**src/rtl/imm_gen_stage.sv**
```systemverilog
// RV immediate decode stage: extracts/sign-extends the immediate, classifies the format and
// buffers results in a small FIFO. Optional feature macro: IMM_ERR_CNT_EN (illegal-opcode counter).
module imm_gen_stage #(
    parameter int XLEN       = 64,
    parameter int FIFO_DEPTH = 2,
    parameter int CNT_W      = 16
) (
    input  logic             clk,
    input  logic             rst_n,
    input  logic             flush,
    input  logic             in_valid,
    output logic             in_ready,
    input  logic [31:0]      in_instr,
    output logic             out_valid,
    input  logic             out_ready,
    output logic [XLEN-1:0]  out_imm,
    output logic [2:0]       out_fmt,
    output logic [CNT_W-1:0] err_cnt
);
    localparam int PTR_W = (FIFO_DEPTH > 1) ? $clog2(FIFO_DEPTH) : 1;

    localparam logic [2:0] FMT_I   = 3'd0;
    localparam logic [2:0] FMT_S   = 3'd1;
    localparam logic [2:0] FMT_B   = 3'd2;
    localparam logic [2:0] FMT_U   = 3'd3;
    localparam logic [2:0] FMT_J   = 3'd4;
    localparam logic [2:0] FMT_ILL = 3'd7;

    localparam logic [PTR_W:0] DEPTH_C = (PTR_W+1)'(FIFO_DEPTH);

    // ---------------------------------------------------------------- decode
    logic [31:0]     dec_imm32;
    logic [2:0]      dec_fmt;
    logic [XLEN-1:0] dec_imm;

    always_comb begin
        dec_imm32 = '0;
        dec_fmt   = FMT_ILL;
        unique case (in_instr[6:0])
            7'b0010011, 7'b0000011, 7'b1100111: begin
                dec_fmt   = FMT_I;
                dec_imm32 = {{20{in_instr[31]}}, in_instr[31:20]};
            end
            7'b0100011: begin
                dec_fmt   = FMT_S;
                dec_imm32 = {{20{in_instr[31]}}, in_instr[31:25], in_instr[11:7]};
            end
            7'b1100011: begin
                dec_fmt   = FMT_B;
                dec_imm32 = {{19{in_instr[31]}}, in_instr[31], in_instr[7],
                             in_instr[30:25], in_instr[11:8], 1'b0};
            end
            7'b0110111, 7'b0010111: begin
                dec_fmt   = FMT_U;
                dec_imm32 = {in_instr[31:12], 12'b0};
            end
            7'b1101111: begin
                dec_fmt   = FMT_J;
                dec_imm32 = {{11{in_instr[31]}}, in_instr[31], in_instr[19:12],
                             in_instr[20], in_instr[30:21], 1'b0};
            end
            default: begin
                dec_fmt   = FMT_ILL;
                dec_imm32 = '0;
            end
        endcase
    end

    // Bit 31 of every 32-bit immediate equals instr[31] (or 0 for illegal), so a signed cast extends correctly.
    assign dec_imm = XLEN'($signed(dec_imm32));

    // ---------------------------------------------------------------- buffer state
    logic [XLEN-1:0] mem_imm_q [FIFO_DEPTH];
    logic [XLEN-1:0] mem_imm_d [FIFO_DEPTH];
    logic [2:0]      mem_fmt_q [FIFO_DEPTH];
    logic [2:0]      mem_fmt_d [FIFO_DEPTH];
    logic [PTR_W-1:0] wr_ptr_q, wr_ptr_d;
    logic [PTR_W-1:0] rd_ptr_q, rd_ptr_d;
    logic [PTR_W:0]   count_q,  count_d;

    logic push, pop;

    // No pop-through: readiness depends only on the registered count.
    assign in_ready  = (count_q < DEPTH_C);
    assign out_valid = (count_q != '0);
    assign push      = in_valid && in_ready;
    assign pop       = out_valid && out_ready;

    always_comb begin
        mem_imm_d = mem_imm_q;
        mem_fmt_d = mem_fmt_q;
        wr_ptr_d  = wr_ptr_q;
        rd_ptr_d  = rd_ptr_q;
        count_d   = count_q;
        if (flush) begin
            wr_ptr_d = '0;
            rd_ptr_d = '0;
            count_d  = '0;
        end else begin
            if (push) begin
                mem_imm_d[wr_ptr_q] = dec_imm;
                mem_fmt_d[wr_ptr_q] = dec_fmt;
                wr_ptr_d            = wr_ptr_q + 1'b1;
            end
            if (pop) begin
                rd_ptr_d = rd_ptr_q + 1'b1;
            end
            unique case ({push, pop})
                2'b10:   count_d = count_q + 1'b1;
                2'b01:   count_d = count_q - 1'b1;
                default: count_d = count_q;
            endcase
        end
    end

    always_ff @(posedge clk) begin
        if (!rst_n) begin
            for (int i = 0; i < FIFO_DEPTH; i++) begin
                mem_imm_q[i] <= '0;
                mem_fmt_q[i] <= '0;
            end
            wr_ptr_q <= '0;
            rd_ptr_q <= '0;
            count_q  <= '0;
        end else begin
            mem_imm_q <= mem_imm_d;
            mem_fmt_q <= mem_fmt_d;
            wr_ptr_q  <= wr_ptr_d;
            rd_ptr_q  <= rd_ptr_d;
            count_q   <= count_d;
        end
    end

    // Empty buffer presents zeros rather than stale storage.
    assign out_imm = out_valid ? mem_imm_q[rd_ptr_q] : '0;
    assign out_fmt = out_valid ? mem_fmt_q[rd_ptr_q] : '0;

    // ---------------------------------------------------------------- illegal-opcode counter
`ifdef IMM_ERR_CNT_EN
    logic [CNT_W-1:0] err_cnt_q, err_cnt_d;

    always_comb begin
        err_cnt_d = err_cnt_q;
        if (push && !flush && (dec_fmt == FMT_ILL) && (err_cnt_q != '1)) begin
            err_cnt_d = err_cnt_q + 1'b1;
        end
    end

    always_ff @(posedge clk) begin
        if (!rst_n) begin
            err_cnt_q <= '0;
        end else begin
            err_cnt_q <= err_cnt_d;
        end
    end

    assign err_cnt = err_cnt_q;
`else
    assign err_cnt = '0;
`endif

endmodule
```
**config.mk**
```make
export PLATFORM = sky130hd
export DESIGN_NAME = imm_gen_stage
export DESIGN_NICKNAME = d
export VERILOG_FILES = /design/src/rtl/imm_gen_stage.sv
export SDC_FILE = /design/constraint.sdc
export NUM_CORES = 1
export LEC_CHECK = 0
export ABC_CLOCK_PERIOD_IN_PS = 6710
export CORE_ASPECT_RATIO = 0.75
export CORE_MARGIN = 3
export CORE_UTILIZATION = 39
export CTS_BUF_LIST = sky130_fd_sc_hd__clkbuf_8
export DETAILED_ROUTE_END_ITERATION = 10
export GPL_TIMING_DRIVEN = 1
export PLACE_DENSITY = 0.77
export RECOVER_POWER = 50
export SLEW_MARGIN = 25
export SYNTH_ARGS = -nofsm -noshare
export SYNTH_HDL_FRONTEND = slang
export SYNTH_SLANG_ARGS = --single-unit
```
**constraint.sdc**
```tcl
create_clock -name clk -period 6.71 [get_ports clk]
set_clock_uncertainty 0.1 [all_clocks]
set_input_delay 1.342 -clock clk [delete_from_list [all_inputs] [get_ports clk]]
set_output_delay 1.342 -clock clk [all_outputs]
set_load 0.02 [all_outputs]
```
After elaboration in Yosys (flattened, before gate mapping). Cells that the tools add are included.

Register bits: 138. Input bits: 37. Output and inout port bits: 85. Word-level logic and storage cells: 55.

Add/sub/neg operators: 4. Order comparisons: 4. Equality and inequality tests: 10. Muxes and demuxes: 17. Bitwise operators: 4. Reductions and logical operators: 9.

Operator list (number): $mux W64 (5); $pmux W32 S5 (1); $bwmux W128 (1); $demux W64 S1 (1); $eq A7 B7 Y1 const B (3); $mux W3 (5); $pmux W3 S5 (1); $eq A7 B5 Y1 const B (2); $eq A7 B6 Y1 const B (2); $eq A7 B2 Y1 const B (1); $bwmux W6 (1); $ge A2 B2 Y1 const B (2); $not A1 Y2 (2); $pmux W2 S2 (1); $reduce_bool A2 Y1 (2); $reduce_or A2 Y1 (2); $demux W3 S1 (1); $logic_and A1 B1 Y1 (3); $reduce_or A3 Y1 (1); $add A1 B1 Y1 const B (2); $add A2 B1 Y2 const B (1); $eq A2 B1 Y1 const B (1); $eq A2 B2 Y1 const B (1); $lt A2 B1 Y1 const B (1); 4 further kinds (5).

Longest topological paths before layout.
Depth after elaboration: 6. Mapped depth: 8. Gate-level depth less buffers: 7.

Worst setup path before layout. No wires, ideal clock.

Path kind: reg2out. Start: register rd_ptr_q. End: output port out_imm[32]. Data arrival time: 2.469 ns. Required time: 5.268 ns. Slack: 2.799 ns. Cell stages (with the launch flop): 6. Buffers on the path: 3. Path through: dfxtp_1 buf_2 buf_2 mux2i_1 nor2_1 buf_4.

Longest elaborated chain between the ends: 5.

RTL lines: from (decl) (RTL line 78) `logic [PTR_W-1:0] rd_ptr_q, rd_ptr_d;`; from (signal assigned) (RTL line 129) `rd_ptr_q <= rd_ptr_d;`; $not A1 Y2 (implied by the code) (RTL line 135) `assign out_imm = out_valid ? mem_imm_q[rd_ptr_q] : '0;`; $mux W64 (implied by the code) (3 in series) (RTL line 135); $mux W64 (RTL line 135); to (decl) (RTL line 16) `output logic [XLEN-1:0] out_imm,`.

No other way between the ends. The select of a mux whose other input is x is not followed.

Final worst setup path.
Start: register count_q[1]. End: output port out_imm[20].

Longest elaborated chain between the ends: 2.

RTL lines: from (decl) (RTL line 79) `logic [PTR_W:0] count_q, count_d;`; from (signal assigned) (RTL line 130) `count_q <= count_d;`; $reduce_bool A2 Y1 (RTL line 85) `assign out_valid = (count_q != '0);`; $mux W64 (RTL line 135).

No other way between the ends.

==> impl_summary.md <==
Floorplan
The height of the die is 93.4 um. The floorplan has 31 rows. The placeable core region is 0.00977 mm2. The top-level I/O count is 122. The initial standard-cell utilization of the core is 40.6%. The die is 123 um wide. The area of the die is 0.0114 mm2.

Synthesis
The mux cell area share after synthesis is 9.11%. The number of warnings reported in the yosys synthesis log is 0. After synthesis, the largest family of logic cells by area is compound AO/OA/AOI/OAI gates.

Summing every instance area after synthesis gives 0.00397 mm2. The synthesized netlist devotes 21.4% of its cell area to compound gates. Counting flops with an async set or reset pin after synthesis yields a share of 0%. After synthesis, the netlist uses 48 different library cells. Summing the areas of all fa, ha and maj instances in the mapped netlist gives 0.315% of the synthesized area. For this run, the leading register cell type out of synthesis is sky130_fd_sc_hd__dfxtp_1. The number of enable flip-flop cells after synthesis is 0.

The post-synthesis sequential element count is 74. A synthesized cell averages 8.21 um2. The XOR/XNOR share of the synthesized area is 0.662%. The count of mapped cells out of synthesis is 484. The fraction of the yosys area taken by sequential cells is 37.3%. Of the total synthesized cell area, the portion taken by AND, OR, NAND and NOR gates is 16.8%.

Run
The number of max-cap violations is 3.

GRT
Global routing finished with a remaining overflow of 0. The initial antenna violation count is 0. The global-route wire length before repair is 16500 um. The maximum number of pins on one net before global-route repair is 76.

The global-route usage over all layers is 18.0%. The number of global-route vias before repair is 3360.

Final layout
From synthesis to final layout, the design area changed by 22.5%. The count of nets after finishing is 571. In the layout the commonest cells are 91 x sky130_fd_sc_hd__clkdlybuf4s50_1, 73 x sky130_fd_sc_hd__dfxtp_1, 58 x sky130_fd_sc_hd__o21ai_0, 43 x sky130_fd_sc_hd__nor2_1, 42 x sky130_fd_sc_hd__nand2_1.

The filler cells instantiated in the layout total 929. The proportion of layout cells with a drive suffix above 1 is 5.39%. The library cell used most frequently in the layout, excluding fill and tap cells, is sky130_fd_sc_hd__clkdlybuf4s50_1.

0 antenna diodes ended up in the layout.

Clock network
The tree built by TritonCTS fans out to 74 sinks. The count of hold-fix buffers inserted at cts is 0. TritonCTS built the clock tree. The buffer levels on the longest clock path is 2.

The number of H-tree branching levels is 3. Buffers added to address setup during post-CTS repair amount to 0. The number of gates resized after CTS is 0.

In this run the clock root is driven by a sky130_fd_sc_hd__clkbuf_8. The clock reaches the later pin of the worst-skew pair after 0.35 ns. The clock-pin slew on the worst setup and hold paths is 0.08 ns. Buffers inserted during clock tree synthesis total 9.

Placement
The number of I/O port buffers is 105. Detailed placement finished with a half-perimeter wire length of 6810 um. The congestion estimate from routability-driven global placement came to 0.873.

The setup slack after placement is 2.66 ns.

Pwr
The fraction of power spent switching nets is 28.6%. The total internal power is 635 uW. IR analysis of the VDD net gives a maximum drop of 78.9 uV. For this design the total switching power over the nets is 255 uW. The share of power burned in registers is 51.8%.

Combinational logic burns 13.8% of the power. The overall power of the completed layout is 890 uW. The fraction of power consumed by the clock network is 34.4%. The leakage power figure is 1.60 nW. The power per standard cell area is 183 mW/mm2.

Worst setup path
The worst setup path is launched from a register. The most critical setup path has its startpoint at count_q[1]$_SDFFE_PP0P_. Along the worst path, the maximum fanout reaches 35.

The worst endpoint required time is 5.27 ns. The worst reg2reg path startpoint is count_q[1]$_SDFFE_PP0P_. The cell family contributing the most delay on the critical path is buffers and inverters. The buffering stage count on the worst path with inverters included is 2. The largest stage delay on the critical path is 1.19 ns. The highest-delay cell along the critical path is sky130_fd_sc_hd__clkbuf_1. The critical path arrival is 3.03 ns.

The worst setup path is of the register to output pin kind. Walking the worst path, the cells encountered are nor2_2, clkbuf_1, nor2_1, clkdlybuf4s50_1. The worst setup path is captured at an output pin.

Detailed routing
After detailed routing, the number of remaining DRC violations is 0. The ratio of routed vias to standard cells is 5.30. The initial detailed-routing violation count is 291. The number of nets with antenna violations after detailed routing is 0. Dividing the detail-routed wire length by the instance count gives 15.2 um. Wires add up to 10200 um. The first TritonRoute pass finished after 4 iterations. The final route contains 3551 vias.

Run status
The checks that failed: capacitance limit, slew limit. The run finished, with violations left.

Timing
Based on the critical path, the design can be clocked at up to 224 MHz. The count of final max-slew check failures is 128. Summed over all failing endpoints, the final setup total negative slack is 0 ns. The total count of hold-check failures in the final report is 0.

The part of the cycle the worst path needs is 66.6%. The final count of negative-setup-slack endpoints is 0. Measured against its own limit, the worst slew margin works out to -23.6%. Setup repair after global routing left no endpoint under its margin. The slew at the pin closest to its max-slew limit is 1.85 ns. Setup slack closes at 2.24 ns. The final critical path time including I/O delays and setup is 4.47 ns.

Min path
The worst hold path begins at mem_imm_q[74]$_SDFFE_PN0P_. The min-delay analysis places its worst path in the category register to register.
cells in the mapped netlist (2+ instances only):
cell type / number / area (um2)
sky130_fd_sc_hd__clkbuf_1: 22 / 82.6
sky130_fd_sc_hd__nor2b_1: 2 / 12.5
sky130_fd_sc_hd__nand4_1: 2 / 12.5
sky130_fd_sc_hd__nand2b_1: 2 / 12.5
sky130_fd_sc_hd__inv_1: 2 / 7.51
sky130_fd_sc_hd__mux2i_1: 35 / 350
sky130_fd_sc_hd__a21oi_1: 36 / 180
sky130_fd_sc_hd__a22o_1: 8 / 70.1
sky130_fd_sc_hd__or2_2: 2 / 12.5
sky130_fd_sc_hd__nand4bb_1: 2 / 22.5
sky130_fd_sc_hd__a2bb2oi_1: 2 / 17.5
sky130_fd_sc_hd__nand3_1: 22 / 110
sky130_fd_sc_hd__and4bb_2: 2 / 25.0
sky130_fd_sc_hd__o21ai_1: 3 / 15.0
sky130_fd_sc_hd__xnor2_1: 2 / 17.5
sky130_fd_sc_hd__a21boi_0: 6 / 45.0
sky130_fd_sc_hd__nand2_1: 42 / 158
sky130_fd_sc_hd__dfxtp_1: 74 / 1480
sky130_fd_sc_hd__nor3b_1: 2 / 15.0
sky130_fd_sc_hd__a21boi_1: 6 / 45.0
sky130_fd_sc_hd__a31oi_1: 19 / 119
sky130_fd_sc_hd__buf_2: 9 / 45.0
sky130_fd_sc_hd__and2_1: 3 / 18.8
sky130_fd_sc_hd__nor2_1: 45 / 169
sky130_fd_sc_hd__buf_6: 6 / 67.6
sky130_fd_sc_hd__o21ai_0: 58 / 290
sky130_fd_sc_hd__buf_4: 49 / 368
metal layers:
metal / track usage (%) / vias up / part of all wire [%]
li1: - / 1731 / -
met1: 23.8 / 1666 / 45
met4: 4.47 / 0 / 1.1
met5: 0 / - / 0
met2: 29.0 / 142 / 46
met3: 5.14 / 12 / 7.5
registers in the layout (all words and copies together), names as in the netlist:
signal,count
rd_ptr_q,1
wr_ptr_q,1
mem_fmt_q,6
count_q,2
mem_imm_q,64
path summary, 6_finish.rpt:
kind                                 to  slack [ns]  cells after the start
min          mem_imm_q[74]$_SDFFE_PN0P_        0.36                      2
min reg2reg  mem_imm_q[74]$_SDFFE_PN0P_        0.36                      2
max reg2reg     count_q[1]$_SDFFE_PP0P_        3.55                      7
max                         out_imm[20]        2.24                      4
layout make-up:
cell class                 instances  area [um2]  share of cell area (%)
timing repair buffer             109        1070                    21.9
inverter                           2        7.51                   0.154
sequential                        74        1480                    30.5
multi-input combinational        337        1970                    40.5
tap                              132         165                    3.40
clock buffer                       9         124                    2.55
clock inverter                     7        47.5                   0.977
worst register-to-register path, cell delays in order, from the launching register on:
cell	delay (ns)
sky130_fd_sc_hd__dfxtp_1	0.39
sky130_fd_sc_hd__nor2_2	0.20
sky130_fd_sc_hd__clkbuf_1	1.19
sky130_fd_sc_hd__inv_1	0.14
sky130_fd_sc_hd__and2_1	0.27
sky130_fd_sc_hd__ha_1	0.32
sky130_fd_sc_hd__or3_1	0.36
sky130_fd_sc_hd__a21oi_1	0.14
power by group through the flow:
stage	clock, mW	combinational (mW)	sequential, mW
2_1_floorplan	0	0.0846	0.469
3_3_place_gp	0	0.121	0.470
6_report	0.306	0.123	0.461
5_1_grt	0.332	0.135	0.463
3_5_place_dp	0	0.124	0.471
4_1_cts	0.311	0.125	0.461
through the flow:
| stage | cells | hold WS (ns) | cell area [um2] | util, % |
|---|---|---|---|---|
| after floorplan | 499 | 0.330 | 4030 | - |
| after global placement | 654 | 0.338 | 4730 | 48.4 |
| after detailed placement | 654 | 0.344 | 4730 | 48.4 |
| after CTS | 670 | 0.355 | 4900 | 50.1 |
| after global routing | 670 | 0.392 | 4860 | 49.8 |
| final | 670 | 0.364 | 4860 | 49.8 |
kinds of logic (layout without fill, tap and decap cells):
logic type,after synthesis,after routing
compound gates,145,145
simple gates,136,136
buf+inv,88,127
flops,74,74
mux,36,36
xor+xnor,3,3
fa+ha+maj,1,1
other cells,1,16
No activity file was read; power rests on OpenSTA's default activity.
